<file path="src/rtl/pwm_pkg.sv">
// Shared constants and config-word decode for the PWM dither generator.
// Latency: n/a (declarations only).
// Backpressure: n/a.
package pwm_pkg;

  localparam int CCW      = 24;  // config word width
  localparam int DUTY_W   = 8;   // duty / period counter width
  localparam int SEQ_W    = 16;  // dither sequence length in periods
  localparam int IDX_W    = 4;   // period index width, 2**IDX_W == SEQ_W

  localparam int DUTY_MSB = 23;
  localparam int DUTY_LSB = 16;
  localparam int SEQ_MSB  = 15;

  // Decoded fields of one config word.
  typedef struct packed {
    logic [DUTY_W-1:0] duty;
    logic [SEQ_W-1:0]  seq;
  } cfg_t;

  function automatic cfg_t unpack_cfg(input logic [CCW-1:0] word);
    cfg_t c;
    c.duty = word[DUTY_MSB:DUTY_LSB];
    c.seq  = word[SEQ_MSB:0];
    return c;
  endfunction

endpackage

</file>
<file path="src/rtl/pwm_frame_cnt.sv">
// Period counter (cnt) and period index (idx) with period/frame strobes.
// Latency: strobes are combinational decodes of the current counter state.
// Backpressure: none; free-running every clock.
//
// Ports:
//   clk_i, rstn_i  clock, async active-low reset
//   cnt            position within the 2**DUTY_W-cycle PWM period
//   idx            period number within the dither frame
//   period_end     cnt at its last value
//   frame_end      last cycle of the last period of the frame
//   frame_start    first cycle of the first period of the frame
module pwm_frame_cnt
  import pwm_pkg::*;
(
  input  logic              clk_i,
  input  logic              rstn_i,
  output logic [DUTY_W-1:0] cnt,
  output logic [IDX_W-1:0]  idx,
  output logic              period_end,
  output logic              frame_end,
  output logic              frame_start
);

  always_ff @(posedge clk_i or negedge rstn_i) begin
    if (!rstn_i) begin
      cnt <= '0;
      idx <= '0;
    end else begin
      cnt <= cnt + DUTY_W'(1);
      if (period_end) begin
        idx <= idx + IDX_W'(1);
      end
    end
  end

  assign period_end  = (cnt == '1);
  assign frame_end   = period_end && (idx == '1);
  assign frame_start = (cnt == '0) && (idx == '0);

endmodule

</file>
<file path="src/rtl/pwm_dither_gen.sv">
// 8-bit PWM at clk_i/256, duty refined by a 16-period dither sequence (12-bit average).
// Latency: pwm_o is registered, one cycle behind cnt; cfg_i takes effect after the next frame boundary.
// Backpressure: none; cfg_i is sampled only at frame (or period) boundaries, other changes are ignored.
//
// Ports:
//   clk_i      PWM clock
//   rstn_i     async active-low reset
//   cfg_i      [23:16] duty, [15:0] dither sequence (bit n applies to period n)
//   pwm_o      registered PWM output to the RC filter
//   sync_o     pulse on the first output cycle of a frame
//   cfg_upd_o  pulse on the cycle cfg_i is copied into the shadow registers
//
// Build option: PWM_DITHER_EN. When undefined there is no dither, the frame
// collapses to a single period and duty is re-sampled every period.
module pwm_dither_gen
  import pwm_pkg::*;
(
  input  logic           clk_i,
  input  logic           rstn_i,
  input  logic [CCW-1:0] cfg_i,
  output logic           pwm_o,
  output logic           sync_o,
  output logic           cfg_upd_o
);

  cfg_t              cfg_in;
  logic [DUTY_W-1:0] cnt;
  logic [IDX_W-1:0]  idx;
  logic              period_end;
  logic              frame_end;
  logic              frame_start;
  logic              latch_stb;
  logic              start_stb;
  logic              dbit;
  logic [DUTY_W-1:0] duty_r;
  logic [DUTY_W:0]   thr;

  assign cfg_in = unpack_cfg(cfg_i);

  pwm_frame_cnt u_frame_cnt (
    .clk_i       (clk_i),
    .rstn_i      (rstn_i),
    .cnt         (cnt),
    .idx         (idx),
    .period_end  (period_end),
    .frame_end   (frame_end),
    .frame_start (frame_start)
  );

`ifdef PWM_DITHER_EN
  logic [SEQ_W-1:0] seq_r;
  logic             unused_period;

  assign latch_stb     = frame_end;
  assign start_stb     = frame_start;
  assign dbit          = seq_r[idx];
  assign unused_period = period_end;

  always_ff @(posedge clk_i or negedge rstn_i) begin
    if (!rstn_i) begin
      seq_r <= '0;
    end else if (latch_stb) begin
      seq_r <= cfg_in.seq;
    end
  end
`else
  logic unused_nodither;

  assign latch_stb       = period_end;
  assign start_stb       = (cnt == '0);
  assign dbit            = 1'b0;
  assign unused_nodither = ^{idx, frame_end, frame_start, cfg_in.seq};
`endif

  // 9-bit threshold so duty 255 plus a dither bit reaches 256 (always high).
  assign thr = {1'b0, duty_r} + {{DUTY_W{1'b0}}, dbit};

  always_ff @(posedge clk_i or negedge rstn_i) begin
    if (!rstn_i) begin
      duty_r    <= '0;
      pwm_o     <= 1'b0;
      sync_o    <= 1'b0;
      cfg_upd_o <= 1'b0;
    end else begin
      if (latch_stb) begin
        duty_r <= cfg_in.duty;
      end
      pwm_o     <= ({1'b0, cnt} < thr);
      sync_o    <= start_stb;
      cfg_upd_o <= latch_stb;
    end
  end

endmodule

</file>
<file path="config.mk">
export PLATFORM = sky130hd
export DESIGN_NAME = pwm_dither_gen
export DESIGN_NICKNAME = d
export VERILOG_FILES = /design/src/rtl/pwm_pkg.sv /design/src/rtl/pwm_frame_cnt.sv /design/src/rtl/pwm_dither_gen.sv
export SDC_FILE = /design/constraint.sdc
export NUM_CORES = 1
export LEC_CHECK = 0
export CORE_MARGIN = 4
export CORE_UTILIZATION = 25
export CTS_BUF_LIST = sky130_fd_sc_hd__clkbuf_16
export DETAILED_ROUTE_END_ITERATION = 6
export HOLD_SLACK_MARGIN = 0.08
export PLACE_DENSITY = 0.52
export SYNTH_ARGS = -nofsm -noshare
export SYNTH_HDL_FRONTEND = slang
export SYNTH_SLANG_ARGS = --single-unit
</file>
<file path="constraint.sdc">
create_clock -name clk_i -period 1.3 [get_ports clk_i]
set_input_delay 0.195 -clock clk_i [delete_from_list [all_inputs] [get_ports clk_i]]
set_output_delay 0.195 -clock clk_i [all_outputs]
set_load 0.02 [all_outputs]
</file>
==> flow_summary_export.csv <==
group,metric,value,unit
synth,synth.avg_cell_area,13.31,sq um
sta,maxSlewHeadroom,83.45,%
sta,worstMarginPinSlew,0.2482,ns
finish,fill_cells,365,
floorplanning,die_h,69.92,microns
route,drt-wirelength-per-cell,11.84,microns
synth,synth_top_cell_by_area,"dfrtp_1",
synth,syn-num-nets,107,
sta,finalHoldWorstSlack,0.2794,ns
placement,portBuffers,12,
sta,clock.fmax,0.7139,GHz
min_path,holdCritPathClass,"in -> async",
sta,fin_ws,-0.1007,ns
run_status,status,"finished, violations left",
route,drt_wl_total,1870,microns
pwr,power_density,877.0,nW/um^2
floorplanning,start_util,25.98,%
run_status,violations,"setup timing",
grt,grtUsageTotal,8.046,%
grt,grt_max_degree,20,
placement,dp_slack,-0.2160,ns
floorplanning,pin_count,29,
synth,synth_common_cells,"19 x dfrtp_1, 9 x ha_1, 9 x inv_1",
synth,synth_compound_area_share,4.700,%
synth,muxShareOfSynthArea,12.53,%
synth,synth_top_area_share,49.61,%
synth,synth-simple-area-share,10.31,%
job,cap_violations,0,
cts,hold_buffers,0,
sta,hold_viol,0,
cts,clkTransAtPathRegs,0.05,ns
floorplanning,core,3689,sq um
grt,grt_pass1_vias,697,
cts,cts_root_buf,"clkbuf_16",
synth,yosys_warnings,0,
synth,synth.most_common_cell,"dfrtp_1",
sta,finalCritPeriodShare,107.7,%
critical_path,crit_arrival,1.53,ns
route,drt_iter0_markers,52,
finish,area_delta_synth_final,49.74,%
grt,antenna_found_initial,0,
synth,syn_area,958.4,sq um
pwr,p_leak,0.6651,nW
synth,synth-xor-area-share,5.483,%
sta,finalSetupViolCount,10,
critical_path,crit_start,"u_frame_cnt.cnt[0]",
floorplanning,die_area,4888,sq um
route,ant_nets,0,
critical_path,crit_fanout,8,
cts,cts_tree,"built",
route,first_pass_iters,2,
cts,clock-sinks,19,
pwr,max-vdd-ir-drop,651.9,uV
critical_path,cp_data_required_time,1.43,ns
finish,antenna_cells,0,
synth,synth_top_family_by_area,"multiplexers",
route,vias_per_cell,4.222,
cts,clkLatencyLatePin,0.25,ns
synth,ys_ff_latch,19,
sta,fin_skew,0.001581,ns
route,route.detailed.drc,0,
cts,h-tree-depth,1,
synth,synth_top_flop_cell,"dfrtp_1",
synth,synth_edf_count,0,
synth,synthDistinctLibCells,21,
sta,setup_tns,-0.8632,ns
critical_path,critPathLaunchType,"register",
critical_path,r2r_start,"u_frame_cnt.cnt[0]",
sta,grt_setup_unrepaired,"true",
floorplanning,num_rows,22,
placement,place_hpwl,1303,microns
critical_path,crit_type,"reg -> reg",
route,vias,667,
grt,grt.overflow.total,0,
grt,grt_pass1_wl,3146,microns
synth,ys_async_sr_fraction,100.0,%
cts,cts_buffers,3,
synth,synth_fa_ha_area_share,11.75,%
synth,syn_inst,72,
critical_path,end_kind,"register",
finish,drive_gt1_share,43.64,%
finish,nets,146,
placement,gp_congestion,0.7984,
synth,synth-seq-area-share,49.61,%
cts,clock_path_buffers,2,
sta,slew_violations,0,
floorplanning,die_x,69.92,microns
synth,synth_area_leaders,"dfrtp_1 50%, mux2_4 13%, ha_1 12%, xnor2_1 4.6%, inv_1 3.5%",
sta,min_period,1.401,ns
## where the power goes
group / internal, W / leakage [nW] / switching, W
registers: 0.000592 / 0.249 / 0
logic: 0.0000259 / 0.375 / 0.0000146
clock network: 0.000412 / 0.0409 / 0.000215
total: 0.00103 / 0.665 / 0.000229
## registers in the layout, indices dropped and copies added, names as in the netlist
register         cells
pwm_o                1
duty_r               8
sync_o               1
cfg_upd_o            1
u_frame_cnt.cnt      8
## per-layer routing
| metal | share of wire [%] | up-vias | GRT usage, % |
|---|---|---|---|
| met4 | 0.27 | 0 | 1.064 |
| met2 | 50 | 11 | 13.22 |
| met3 | 3.9 | 2 | 3.597 |
| met1 | 46 | 326 | 9.973 |
| li1 | - | 328 | - |
| met5 | 0 | - | 0 |
## cells by family (layout without fill, tap and decap cells)
group | after synthesis | after routing
AO/OA/AOI/OAI | 6 | 6
buffers and inverters | 10 | 48
flip-flops | 19 | 19
AND/OR/NAND/NOR | 14 | 14
XOR/XNOR | 6 | 6
adder cells (fa/ha/maj) | 9 | 9
multiplexers | 8 | 8
## cell usage in the layout (no fill, tap or decap), types with 2 or more instances in the layout
cell type / Yosys / routed
dfrtp_1: 19 / 18
and4_4: 2 / 2
nand3_1: 4 / 4
ha_1: 9 / 6
clkdlybuf4s50_1: 0 / 9
dlygate4sd2_1: 0 / 3
a21o_1: 3 / 3
ha_4: 0 / 3
clkbuf_16: 0 / 3
buf_4: 0 / 21
mux2_4: 8 / 8
buf_6: 0 / 2
xnor2_1: 5 / 5
inv_1: 9 / 8
## per-stage QoR
stage	instance area (sq um)	power [W]	instances	utilization (%)
floorplan	964.7	0.0006030	72	-
global placement	1222	0.0006439	144	33.14
detailed placement	1222	0.0006443	144	33.14
CTS	1366	0.001278	151	37.04
global route	1435	0.001307	158	38.91
finish	1435	0.001259	158	38.91
## repair_timing
item	4_1_cts	5_1_grt
cloned	0	0
pin swaps	4	3
buffers inserted	4	7
setup endpoints to repair	13	10
gates resized for setup	13	2
## critical path, stage by stage, from the launching register on
cell and delay, ns:
dfrtp_1 0.37, buf_6 0.12, ha_4 0.12, and4_4 0.35
mux2_4 0.32
## final timing paths
path                                           end  slack, ns  cells past startpoint
worst min-delay path            u_frame_cnt.cnt[1]       0.28                      2
min in group clk_i              u_frame_cnt.cnt[0]       0.48                      1
worst max-delay path                     duty_r[5]      -0.10                      4
worst min register to register  u_frame_cnt.cnt[0]       0.48                      1
worst max register to register           duty_r[5]      -0.10                      4
max in group asynchronous       u_frame_cnt.cnt[7]       0.80                      2
## area by class of cell
cell class	instances	area [sq um]	share of cell area (%)
clock buffer	3	75.07	5.231
clock inverter	1	5.005	0.3487
inverter	9	33.78	2.354
multi-input combinational	43	488.0	34.00
sequential	19	476.7	33.22
tap	48	60.06	4.185
timing repair buffer	35	296.5	20.66
No activity file was read; power rests on OpenSTA's default activity.
